--- config.mk ---
export PLATFORM = sky130hd
export DESIGN_NAME = demux_1ton_stream
export DESIGN_NICKNAME = d
export VERILOG_FILES = /design/src/rtl/demux_1ton_stream.sv
export SDC_FILE = /design/constraint.sdc
export NUM_CORES = 1
export LEC_CHECK = 0
export CAP_MARGIN = 25
export CORE_ASPECT_RATIO = 0.8
export CORE_UTILIZATION = 44
export DETAILED_ROUTE_END_ITERATION = 10
export HOLD_SLACK_MARGIN = 0.02
export PLACE_DENSITY = 0.8
export SLEW_MARGIN = 20
export SYNTH_ARGS = -nofsm -noshare
export SYNTH_HDL_FRONTEND = slang
export SYNTH_SLANG_ARGS = --single-unit
--- constraint.sdc ---
create_clock -name clk -period 1.7 [get_ports clk]
set_clock_uncertainty 0.05 [all_clocks]
set_input_delay 0.255 -clock clk [delete_from_list [all_inputs] [get_ports clk]]
set_output_delay 0.255 -clock clk [all_outputs]
set_load 0.005 [all_outputs]
--- src/rtl/demux_1ton_stream.sv ---
// demux_1ton_stream
//   Routes one valid/ready input stream to one of N output channels picked per
//   beat by in_sel, or to every channel when in_bcast is set. Each channel has
//   a one-entry registered holding stage, so channels back-pressure
//   independently and outputs come straight from flops.
//
// Ports
//   clk, rst          clock, synchronous active-high reset
//   in_valid/in_ready input handshake (in_ready is combinational)
//   in_data           payload, WIDTH bits
//   in_sel            destination channel index, SEL_W bits
//   in_bcast          send beat to all channels, in_sel ignored
//   out_valid[N]      per-channel beat present
//   out_ready[N]      per-channel consumer accept
//   out_data          channel i at [i*WIDTH +: WIDTH]
//   sel_err           one-cycle pulse per dropped out-of-range beat
//   drop_count        saturating count of dropped beats

// One channel holding stage: full flag plus data register.
module demux_1ton_chan #(
   parameter int WIDTH = 8
) (
   input  logic             clk,
   input  logic             rst,
   input  logic             load,
   input  logic [WIDTH-1:0] in_data,
   input  logic             out_ready,
   output logic             out_valid,
   output logic [WIDTH-1:0] out_data,
   output logic             free
);
   // A full stage that drains this cycle can take a new beat on the same edge.
   assign free = !out_valid || out_ready;

   always_ff @(posedge clk) begin
      if (rst) begin
         out_valid <= 1'b0;
         out_data  <= '0;
      end else if (load) begin
         out_valid <= 1'b1;
         out_data  <= in_data;
      end else if (out_valid && out_ready) begin
         out_valid <= 1'b0;
      end
   end
endmodule

module demux_1ton_stream #(
   parameter int WIDTH = 8,
   parameter int N     = 4,
   parameter int SEL_W = 2
) (
   input  logic                 clk,
   input  logic                 rst,
   input  logic                 in_valid,
   output logic                 in_ready,
   input  logic [WIDTH-1:0]     in_data,
   input  logic [SEL_W-1:0]     in_sel,
   input  logic                 in_bcast,
   output logic [N-1:0]         out_valid,
   input  logic [N-1:0]         out_ready,
   output logic [N*WIDTH-1:0]   out_data,
   output logic                 sel_err,
   output logic [7:0]           drop_count
);
   localparam int NSEL = 1 << SEL_W;

   logic [N-1:0]            free;
   logic [N-1:0]            load;
   logic [N-1:0][WIDTH-1:0] ch_data;
   logic [NSEL-1:0]         free_ext;
   logic                    sel_ok;
   logic                    xfer;
   logic                    drop;

   // Unused select codes read as always-free so out-of-range beats are
   // accepted (and dropped) without any out-of-range indexing.
   always_comb begin
      free_ext          = '1;
      free_ext[N-1:0]   = free;
   end

   assign sel_ok   = 32'(in_sel) < N;
   assign in_ready = in_bcast ? &free : free_ext[in_sel];
   assign xfer     = in_valid && in_ready;
   assign drop     = xfer && !in_bcast && !sel_ok;

   genvar i;
   generate
      for (i = 0; i < N; i++) begin : g_chan
         assign load[i] = xfer && (in_bcast || in_sel == SEL_W'(i));

         demux_1ton_chan #(.WIDTH(WIDTH)) u_chan (
            .clk       (clk),
            .rst       (rst),
            .load      (load[i]),
            .in_data   (in_data),
            .out_ready (out_ready[i]),
            .out_valid (out_valid[i]),
            .out_data  (ch_data[i]),
            .free      (free[i])
         );
      end
   endgenerate

   // Packed array element i lands at bits [i*WIDTH +: WIDTH].
   assign out_data = ch_data;

   always_ff @(posedge clk) begin
      if (rst) begin
         sel_err    <= 1'b0;
         drop_count <= 8'd0;
      end else begin
         sel_err <= drop;
         if (drop && drop_count != 8'hFF)
            drop_count <= drop_count + 8'd1;
      end
   end
endmodule
==> results by group <==
Run status
  • Status: finished clean

STA
  • Hold Slack: 0.427 ns
  • Fin. Hold Viols: 0
  • Fmax: 611 MHz
  • Final WS setup: 0.0622 ns
  • Final Max Slew Viols: 0
  • Final period utilization: 0.963
  • Min Tclk post-route: 1.64 ns
  • Setup violators final: 0

Route
  • DR top layer: met4
  • Wire length on met2: 1.81 mm
  • M1 WL: 1.78 mm
  • DR pass1 iterations: 4
  • Per-cell routed wire length: 13.8 um
  • Via/cell ratio: 4.77
  • Drt first-iter violations: 55
  • DRC errors left: 0
  • WL final: 3.80 mm
  • Met3 WL: 194 um
  • Via count: 1317
  • Antenna viol nets, final: 0

Worst setup path
  • Worst Path Buf+Inv: 3
  • Required @ worst endpoint: 1.85 ns
  • CP top delay family: buffers and inverters
  • CP endpoint kind: register
  • CP cell instances: clkdlybuf4s50_1, nand2b_1, buf_4, and4_2, o221ai_4, buf_12, mux2i_1
  • Cells on worst reg2reg path: 6
  • Worst path depth: 7
  • CP Class: in -> reg
  • Worst r2r src: g_chan[2].u_chan.out_valid
  • Largest fanout on the critical path: 9
  • Reg2reg end: g_chan[2].u_chan.out_data[3]
  • Crit path arrival time: 1.79 ns
  • Startpoint types: primary input
  • CP peak stage delay: 0.41 ns
  • Critical path's slowest cell: clkdlybuf4s50_1
  • Worst R2R Setup Slack: 0.11 ns

Floorplanning
  • Die Height: 57.9 um
  • Core box area: 3590 sq um
  • Row count: 19
  • Chip width: 71.9 um
  • Die area: 4160 sq um
  • IO Pins: 64
  • Initial Util: 0.479

Logic synthesis
  • Share of the yosys chip area belonging to registers: 0.419
  • #FFs+latches synth: 36
  • Area contributors post-synth: dfxtp_1 42%, mux2i_1 19%, nand2b_1 16%
  • Yosys warnings: 0
  • Post-Synthesis Cells: 161
  • Synth async-reset ratio: 0
  • Post-synth top cells: 43 x nand2b_1, 36 x dfxtp_1, 32 x mux2i_1
  • Synthesized area per cell: 10.7 sq um
  • Post-synth EDFFs: 0
  • Synthesized area: 1720 sq um
  • Post-synth top flop: dfxtp_1
  • Netlist cell types: 28
  • Most common cell in the synthesized netlist: nand2b_1
  • Synth top area share: 0.419
  • Area leader, netlist: dfxtp_1

Place
  • Placed cells: 269
  • Detailed placement HPWL: 2.75 mm
  • Place WS: -0.512 ns
  • PortBufs: 54
  • GP Congestion: 0.842
  • Area post-placement: 2340 sq um

Final layout
  • Layout net count: 242
  • Non-Filler Instances: 276
  • Share of cells above drive strength 1: 0.174
  • N_diodes: 0
  • Area Growth Syn to Fin: 45.9%
  • Design Area, Final: 2510 sq um

Min path
  • Hold worst-path end: g_chan[3].u_chan.out_data[1]
  • Hold Crit Class: reg -> reg
  • HP Start: g_chan[3].u_chan.out_data[1]
  • Hold depth: 2

Clock network
  • Clock root buffer: clkbuf_8
  • Clk_lat worst skew: 0.28 ns
  • CTS clock-pin slew for the worst setup and hold paths: 0.07 ns
  • Clock Path Buffers: 2
  • Number of H-tree levels: 2
  • Postcts setup bufs: 0
  • TritonCTS buffer count: 5
  • CTS tree: built
  • Clock sinks: 36

Flow run
  • MaxCap Viol Count: 0

Power
  • Leakage power: 1.05 nW
  • Total Power: 0.00206 W
  • Power density over cell area: 819 nW/um^2
  • VDD IR max: 0.000579 V

Global routing
  • GRT Total Usage: 0.192
  • Largest net degree at the start of global routing: 45
  • Vias in the first global route: 1306
  • First-pass GRT wire length: 6.11 mm
  • Antenna violations before repair: 0
  • Grt total ovfl: 0
worst reg2reg max path, delay by kind of cell (launching register included):
kind / cells / cell delay (ns)
flops: 1 / 0.40
simple gates: 2 / 0.36
buf+inv: 2 / 0.32
mux: 1 / 0.21
compound gates: 1 / 0.17
metal layers:
metal  track usage  up-vias
met5             0        -
met4        0.0560        0
met3        0.0591        4
met2         0.317       49
met1         0.244      612
li1              -      652
sequential cells by signal, summed over array words and instances (netlist names):
signal and cells:
g_chan.u_chan.out_valid 4, g_chan.u_chan.out_data 32
final cells by class:
type | count | area (sq um)
Fill cell | 265 | 1080
Multi-Input combinational cell | 111 | 965
Sequential cell | 36 | 721
Timing Repair Buffer | 69 | 677
Clock buffer | 6 | 72.6
Tap cell | 52 | 65.1
Clock inverter | 1 | 5.00
Inverter | 1 | 3.75
cell usage in the layout, fill, tap and decap left out:
master and count:
clkdlybuf4s50_1 50, nand2b_1 42, dfxtp_1 36, mux2i_1 32, buf_4 11, conb_1 9, clkbuf_8 5, a21oi_1 4
and2b_1 3, o221ai_4 3, dlygate4sd2_1 3, nand2b_4 2, nand2_1 2, a211oi_2 2, buf_6 2, buf_12 2
or2b_4 1, nor2_2 1, o21ba_4 1, nand4bb_4 1, o21ai_2 1, nand4_4 1, a211oi_4 1, o21a_1 1
and4_2 1, o221a_2 1, a211o_4 1, inv_1 1, a211o_1 1, clkbuf_1 1, clkinv_2 1, buf_2 1
stage by stage:
stage                util  TNS (ns)
floorplan               -         0
global placement    0.652    -10.10
detailed placement  0.652    -12.66
CTS                 0.686         0
global route        0.699  -0.00800
finish              0.699         0
cell families after synthesis:
kind of cell | Yosys count | synth area share
compound gates | 16 | 0.0961
buf+inv | 22 | 0.0902
flops | 36 | 0.419
mux | 32 | 0.186
other cells | 1 | 0.00218
simple gates | 54 | 0.206
power by group:
part	total, W	leakage [nW]	switching (W)	internal (W)
clock network	0.000559	0.0410	0.000281	0.000278
registers	0.000962	0.296	0.0000450	0.000917
logic	0.000534	0.712	0.000207	0.000327
total	0.00206	1.05	0.000533	0.00152
worst max path at each step:
stage,to,startpoint,slack [ns]
after global placement,in_ready,in_sel[1],-0.44
after floorplan,g_chan[2].u_chan.out_data[0],g_chan[1].u_chan.out_valid,0.18
final,g_chan[2].u_chan.out_data[3],out_ready[2],0.06
after detailed placement,in_ready,in_sel[1],-0.51
after CTS,in_ready,out_ready[1],0.005
after global routing,g_chan[3].u_chan.out_data[3],out_ready[2],-0.004
what timing repair did:
item | in CTS | in global routing
pin swaps | 0 | 2
resized for setup | 13 | 9
hold buffers | 0 | 0
endpoints found under the setup margin | 36 | 30
(Power assumes the default switching activity.)
